### config.mk
export PLATFORM = sky130hd
export DESIGN_NAME = ghost_release_scheduler
export DESIGN_NICKNAME = d
export VERILOG_FILES = /design/src/rtl/ghost_release_scheduler.sv
export SDC_FILE = /design/constraint.sdc
export NUM_CORES = 1
export LEC_CHECK = 0
export ABC_AREA = 1
export ABC_CLOCK_PERIOD_IN_PS = 2800
export BUFFER_PORTS_ARGS = -buffer_cell sky130_fd_sc_hd__buf_2
export CAP_MARGIN = 20
export CORE_ASPECT_RATIO = 1.5
export CORE_MARGIN = 1.5
export CORE_UTILIZATION = 40
export DETAILED_ROUTE_END_ITERATION = 10
export GPL_ROUTABILITY_DRIVEN = 0
export GPL_TIMING_DRIVEN = 0
export PLACE_DENSITY = 0.63
export SYNTH_ARGS = -nofsm -noshare
export SYNTH_HDL_FRONTEND = slang
export SYNTH_SLANG_ARGS = --single-unit
### constraint.sdc
create_clock -name clk -period 2.8 [get_ports clk]
set_input_delay 0.14 -clock clk [delete_from_list [all_inputs] [get_ports clk]]
set_output_delay 0.14 -clock clk [all_outputs]
set_load 0.01 [all_outputs]
### src/rtl/ghost_release_scheduler.sv
// Ghost release scheduler: staggers ghost enables on frame ticks, freezes all
// ghosts for a fixed number of frames after a hit, and tracks a score-driven speed tier.
module ghost_release_scheduler #(
    parameter int RELEASE_FRAMES = 120,
    parameter int FREEZE_FRAMES  = 90,
    parameter int TIER_SHIFT     = 4,
    parameter int MAX_TIER       = 5
) (
    input  logic        clk,
    input  logic        reset,
    input  logic        game_en,
    input  logic        frame_tick,
    input  logic        collision,
    input  logic [13:0] score,
    output logic [2:0]  ghost_en,
    output logic        ghost_freeze,
    output logic [2:0]  speed_tier,
    output logic [1:0]  sched_state
);

    typedef enum logic [1:0] {
        ST_IDLE    = 2'd0,
        ST_RELEASE = 2'd1,
        ST_RUN     = 2'd2,
        ST_FREEZE  = 2'd3
    } state_t;

    localparam logic [9:0] REL_LAST = 10'(RELEASE_FRAMES - 1);
    localparam logic [9:0] FRZ_LAST = 10'(FREEZE_FRAMES - 1);

    state_t      state_q, state_d;
    state_t      saved_q, saved_d;
    logic [2:0]  ghost_en_q, ghost_en_d;
    logic        freeze_q, freeze_d;
    logic [2:0]  tier_q, tier_d;
    logic [9:0]  rel_cnt_q, rel_cnt_d;
    logic [9:0]  frz_cnt_q, frz_cnt_d;
    logic [13:0] score_shift_s;
    logic [2:0]  tier_cand_s;

    // Saturate on the full-width shifted score so large scores never alias to a low tier.
    always_comb begin
        score_shift_s = score >> TIER_SHIFT;
        if (score_shift_s > 14'(MAX_TIER)) begin
            tier_cand_s = 3'(MAX_TIER);
        end else begin
            tier_cand_s = score_shift_s[2:0];
        end
    end

    // Next-state and next-output computation for the scheduler.
    always_comb begin
        state_d    = state_q;
        saved_d    = saved_q;
        ghost_en_d = ghost_en_q;
        freeze_d   = freeze_q;
        tier_d     = tier_q;
        rel_cnt_d  = rel_cnt_q;
        frz_cnt_d  = frz_cnt_q;

        if ((state_q != ST_IDLE) && frame_tick && (tier_cand_s > tier_q)) begin
            tier_d = tier_cand_s;
        end else begin
            tier_d = tier_q;
        end

        if ((state_q != ST_IDLE) && !game_en) begin
            state_d    = ST_IDLE;
            saved_d    = ST_RELEASE;
            ghost_en_d = 3'b000;
            freeze_d   = 1'b0;
            tier_d     = 3'd0;
            rel_cnt_d  = 10'd0;
            frz_cnt_d  = 10'd0;
        end else begin
            case (state_q)
                ST_IDLE: begin
                    if (game_en) begin
                        state_d    = ST_RELEASE;
                        ghost_en_d = 3'b001;
                        rel_cnt_d  = 10'd0;
                    end else begin
                        state_d = ST_IDLE;
                    end
                end
                ST_RELEASE: begin
                    // A hit outranks a coincident tick: nothing advances this cycle.
                    if (collision) begin
                        state_d   = ST_FREEZE;
                        saved_d   = ST_RELEASE;
                        freeze_d  = 1'b1;
                        frz_cnt_d = 10'd0;
                    end else if (frame_tick) begin
                        if (rel_cnt_q == REL_LAST) begin
                            rel_cnt_d  = 10'd0;
                            ghost_en_d = {ghost_en_q[1:0], 1'b1};
                            if (ghost_en_q[1]) begin
                                state_d = ST_RUN;
                            end else begin
                                state_d = ST_RELEASE;
                            end
                        end else begin
                            rel_cnt_d = rel_cnt_q + 10'd1;
                        end
                    end else begin
                        state_d = ST_RELEASE;
                    end
                end
                ST_RUN: begin
                    if (collision) begin
                        state_d   = ST_FREEZE;
                        saved_d   = ST_RUN;
                        freeze_d  = 1'b1;
                        frz_cnt_d = 10'd0;
                    end else begin
                        state_d = ST_RUN;
                    end
                end
                ST_FREEZE: begin
                    if (frame_tick) begin
                        if (frz_cnt_q == FRZ_LAST) begin
                            state_d   = saved_q;
                            freeze_d  = 1'b0;
                            frz_cnt_d = 10'd0;
                        end else begin
                            frz_cnt_d = frz_cnt_q + 10'd1;
                        end
                    end else begin
                        state_d = ST_FREEZE;
                    end
                end
                default: begin
                    state_d    = ST_IDLE;
                    saved_d    = ST_RELEASE;
                    ghost_en_d = 3'b000;
                    freeze_d   = 1'b0;
                    tier_d     = 3'd0;
                    rel_cnt_d  = 10'd0;
                    frz_cnt_d  = 10'd0;
                end
            endcase
        end
    end

    // State and output registers with synchronous active-low reset.
    always_ff @(posedge clk) begin
        if (!reset) begin
            state_q    <= ST_IDLE;
            saved_q    <= ST_RELEASE;
            ghost_en_q <= 3'b000;
            freeze_q   <= 1'b0;
            tier_q     <= 3'd0;
            rel_cnt_q  <= 10'd0;
            frz_cnt_q  <= 10'd0;
        end else begin
            state_q    <= state_d;
            saved_q    <= saved_d;
            ghost_en_q <= ghost_en_d;
            freeze_q   <= freeze_d;
            tier_q     <= tier_d;
            rel_cnt_q  <= rel_cnt_d;
            frz_cnt_q  <= frz_cnt_d;
        end
    end

    assign ghost_en     = ghost_en_q;
    assign ghost_freeze = freeze_q;
    assign speed_tier   = tier_q;
    assign sched_state  = state_q;

endmodule

Yosys cells after proc, flatten, opt, wreduce, memory -nomap -nowiden
Index checks and enable logic that the tools add are counted.

word-level totals
  bits in registers = 31
  bits of input ports = 19
  output and inout bits = 9
  logic and storage cells = 76

cells by class
  add/subtract/negate cells = 2
  magnitude comparators = 2
  eq/ne operators = 16
  mux-type cells = 31
  bitwise gates (word level) = 1
  reduce and logical (&&, ||, !) cells = 17

operator list
  operator                                                                          number
  10-bit two-way mux                                                                7
  10-bit one-hot mux with 2 select lines                                            2
  10-bit by 1-bit adder with 10-bit output, second input constant                   2
  10-bit by 7-bit == test with 1-bit output, second input constant                  2
  2-bit two-way mux                                                                 8
  2-bit != test, second input constant                                              8
  3-bit two-way mux                                                                 5
  10-bit by 3-bit greater-than comparator with 1-bit output, second input constant  1
  2-bit one-hot mux with 4 select lines                                             1
  4-bit AND reduction                                                               2
  2-bit nonzero test                                                                4
  3-bit one-hot mux with 2 select lines                                             1
  3-bit AND reduction                                                               2
  1-bit two-way mux                                                                 5
  5-bit AND reduction                                                               1
  2-bit == test, second input constant                                              2
  4-bit != test, second input constant                                              1
  2-bit one-hot mux with 2 select lines                                             1
  2-bit OR reduction                                                                2
  3-bit greater-than comparator                                                     1
  1-bit logical AND                                                                 3
  3-bit != test, second input constant                                              1
  2-bit by 1-bit == test with 1-bit output, second input constant                   1
  2-bit logical NOT                                                                 1
  other kinds (5)                                                                   5

Longest topological paths before layout
  depth in word-level cells = 5
  mapped depth = 11
  mapped depth without buffers = 11

Worst setup path before layout
No wires, ideal clock.

  kind = register -> register
  start = register state_q[0] (netlist: sched_state[0])
  end = register frz_cnt_q[8]
  library setup time = 0.115 ns
  arrival time = 1.471 ns
  data required time = 2.685 ns
  setup slack = 1.214 ns
  stages on the path, launching flop included = 11
  path buffers = 0
  clock period less this slack = 1.586 ns
  cell sequence = dfxtp_1 > inv_1 > ha_1 > nand2_2 > nand3b_4 > inv_2 > nand2_2 > nand2_2 > inv_1 > nand2_1 > nor2_1

on the way
  word-level cells in the longest chain between the ends = 4
  elaborated cells on any way between the ends = 12
  those cells by class = eq/ne (5); mux (1); reduce/logical (6)

RTL lines
  what                                                                                             line  text
  start, declared                                                                                  31    state_t state_q, state_d;
  start signal, assigned                                                                           156   state_q <= state_d;
  2-bit == test / 2-bit by 1-bit == test with 1-bit output (equally long branches)                 76    case (state_q)
  2-bit OR reduction (no line)                                                                     -
  2-bit by 1-bit != test with 1-bit output (no line) / 2-bit nonzero test (equally long branches)  -
  3-bit AND reduction (no line)                                                                    -
  end signal, assigned                                                                             162   frz_cnt_q <= frz_cnt_d;
  end, declared                                                                                    37    logic [9:0] frz_cnt_q, frz_cnt_d;

Parallel ways exist; a longest one is shown, timed or not.
A chain may end at the register's enable or synchronous reset.

Worst setup path in the final report
Ends and elaborated chain as after synthesis.

==> results.yml <==
worst_hold_path:
  hold_class: "in -> reg"
  hold_path_depth: 5
  hp-start: "score[4]"
  worst_hold_path.endpoint: "speed_tier[0]$_SDFFE_PP0P_"
global_route:
  grt_pass1_vias: 1752
  grt_pass1_wl_mm: 7.107
  antenna_found_initial: 0
  track_usage_pct: 17.87
  grt_remaining_overflow: 0
  grt_max_degree: 11
placed_design:
  place.detailed.hpwl_mm: 3.107
  placed_cell_area_um2: 2042
  port_buffers: 23
  dp.cells: 354
die:
  rows: 30
  start_util_pct: 41.44
  core_um2: 4504
  die_w_um: 58.78
  die-area_um2: 5094
  chipHeight_um: 86.67
  io_pins: 28
power:
  p_leak_nw: 0.9822
  vdd_drop_max_v: 0.0002635
  p_per_area_nw_per_um2: 551.2
timing:
  hold_violations: 0
  rsz0062_at_grt: "false"
  max_freq_mhz: 543.8
  finClkSkew_ns: 0.01008
  drv_slew: 0
  fin_crit_ns: 1.839
  fin_tns_setup_ns: 0
  slew-limit-headroom_pct: 73.82
  fin_crit_sh_pct: 65.67
  setup_viol: 0
  tightest_slew_ns: 0.3927
yosys:
  avgSynthCellArea_um2: 6.596
  ys_seq_area_share_pct: 33.24
  yosysWarningCount: 0
  synth_enable_flop_cells: 0
  yosys_register_bits: 31
  syn_nets: 313
  async_flop_share_pct: 0
  synth.largest_area_cell: "dfxtp_1"
  synth.area.top_cells: "dfxtp_1, nand2_1, inv_1"
  netlist_instances: 283
  synth.distinct_cells: 29
  synth_ff_type: "dfxtp_1"
  netlist_area_um2: 1867
  yosysTopAreaCellShare_pct: 33.24
critical_path:
  end_kind: "register"
  path_class: "reg -> reg"
  critPathLaunchType: "register"
  max_stage_delay_ns: 0.39
  cp.arrival_ns: 2.01
  required_ns: 2.97
  r2r_end: "frz_cnt_q[8]$_SDFFE_PP0P_"
  r2r_cells: 8
  worst_r2r_startpoint: "sched_state[0]$_SDFFE_PP0P_"
  r2r_setup_slack_ns: 0.96
  worstPathCellList: "inv_1 -> ha_1 -> o21ai_2 -> inv_1 -> nand2_2 -> inv_1 -> nand2_1 -> nor2_1"
  crit_fanout: 8
  crit_slowest_cell: "dfxtp_1"
  crit_top_cell: "inv_1"
finish:
  diodes: 0
  layout_commonest_cell: "nand2_1"
  drive_gt1_share_pct: 15.97
  fillers: 500
  post-route-cell-area_um2: 2130
  final_cell_mix: "nand2_1, inv_1, nor2_1, dfxtp_1, buf_2"
  fin_nets: 343
  syn_to_final_growth_pct: 14.07
  final_cells: 361
cts:
  clk_pin_slew_ns: 0.07
  cts-root-buf: "clkbuf_8"
  post_cts_resized: 0
  clk-insertion-delay-late_ns: 0.29
  cts_buffers: 5
  clock-sinks: 31
  clockBufferDepth: 2
  cts_tree: "done"
  ctsHoldBuffers: 0
  htree_levels: 2
  post-cts-setup-buffers: 0
route:
  drtIter0Drc: 25
  post_drt_wl_per_cell_um: 11.05
  drc: 0
  vias: 1797
  antenna_left: 0
  vias_per_cell: 4.978
  drtPass1Iterations: 4
  totalWireLength_mm: 3.990
status:
  status: "complete, no violations"
flow_run:
  maxCapViolations: 0
-- layer usage --
layer | GRT usage, % | part of all wire, % | up-vias
met2 | 34.75 | 55 | 30
met3 | 3.731 | 3.4 | 6
met4 | 6.405 | 1.6 | 0
met1 | 17.81 | 40 | 799
met5 | 0 | 0 | -
li1 | - | - | 962
-- how the worst max path moves through the flow --
| stage | startpoint | end | depth (start not counted) |
|---|---|---|---|
| floorplan | sched_state[0]$_SDFFE_PP0P_ | frz_cnt_q[8]$_SDFFE_PP0P_ | 10 |
| global placement | sched_state[0]$_SDFFE_PP0P_ | frz_cnt_q[8]$_SDFFE_PP0P_ | 8 |
| detailed placement | sched_state[0]$_SDFFE_PP0P_ | rel_cnt_q[0]$_SDFFE_PP0P_ | 7 |
| CTS | sched_state[0]$_SDFFE_PP0P_ | frz_cnt_q[8]$_SDFFE_PP0P_ | 8 |
| global route | sched_state[0]$_SDFFE_PP0P_ | frz_cnt_q[8]$_SDFFE_PP0P_ | 8 |
| finish | sched_state[0]$_SDFFE_PP0P_ | frz_cnt_q[8]$_SDFFE_PP0P_ | 8 |
-- critical path: cells and delay by family, from the launching register on --
family | cells | cell delay [ns]
flip-flops | 1 | 0.39
AO/OA/AOI/OAI | 1 | 0.38
buffers and inverters | 3 | 0.37
AND/OR/NAND/NOR | 3 | 0.30
adder cells (fa/ha/maj) | 1 | 0.29
-- per-stage QoR --
stage | total power, mW | util [%] | hold slack (ns) | worst slack, ns
2_1_floorplan | 0.7374 | - | 0.3369 | 1.214
5_1_grt | 1.252 | 47.28 | 0.2350 | 0.7701
3_5_place_dp | 0.8259 | 45.33 | 0.4516 | 0.9370
6_report | 1.174 | 47.28 | 0.1773 | 0.9612
3_3_place_gp | 0.8216 | 45.33 | 0.4459 | 0.9356
4_1_cts | 1.189 | 47.28 | 0.1732 | 0.9073
-- flip-flops by register name, summed over array words and instances, names as in the netlist --
signal	count
frz_cnt_q	10
rel_cnt_q	10
ghost_en	3
speed_tier	3
saved_q	2
sched_state	2
ghost_freeze	1
-- Yosys cell counts, types with 2 or more instances --
| cell type | n |
|---|---|
| nand4_1 | 8 |
| nand2_1 | 66 |
| inv_2 | 2 |
| ha_1 | 11 |
| nand3b_1 | 2 |
| o21ai_1 | 3 |
| dfxtp_1 | 31 |
| a21oi_1 | 20 |
| inv_1 | 42 |
| o21ai_0 | 7 |
| nor2_1 | 40 |
| nand2_2 | 8 |
| nand3_1 | 20 |
| buf_2 | 2 |
| nor3_1 | 7 |
-- power breakdown --
group	total [mW]	internal (mW)	leakage [nW]	switching [mW]
Combinational	0.321	0.113	0.684	0.208
Clock	0.362	0.193	0.0470	0.169
Sequential	0.491	0.468	0.251	0.0232
-- cells by family after synthesis --
logic type | after synthesis | share of synthesized area (%)
buffers and inverters | 47 | 9.719
AOI/OAI and AO/OA | 34 | 9.719
xor gates and xnor gates | 1 | 0.4693
and+or+nand+nor | 159 | 39.48
DFF | 31 | 33.24
adders and majority gates | 11 | 7.373
-- layout make-up --
class	instances	area (µm²)	area share (%)
multi-input cells	205	1065	50.00
flip-flops and latches	31	620.6	29.14
inverters	45	171.4	8.049
repair buffers	23	115.1	5.405
clock buffers	6	82.58	3.878
well taps	48	60.06	2.820
plain buffers	2	10.01	0.4700
clock inverters	1	5.005	0.2350
No activity file was read; power rests on OpenSTA's default activity.
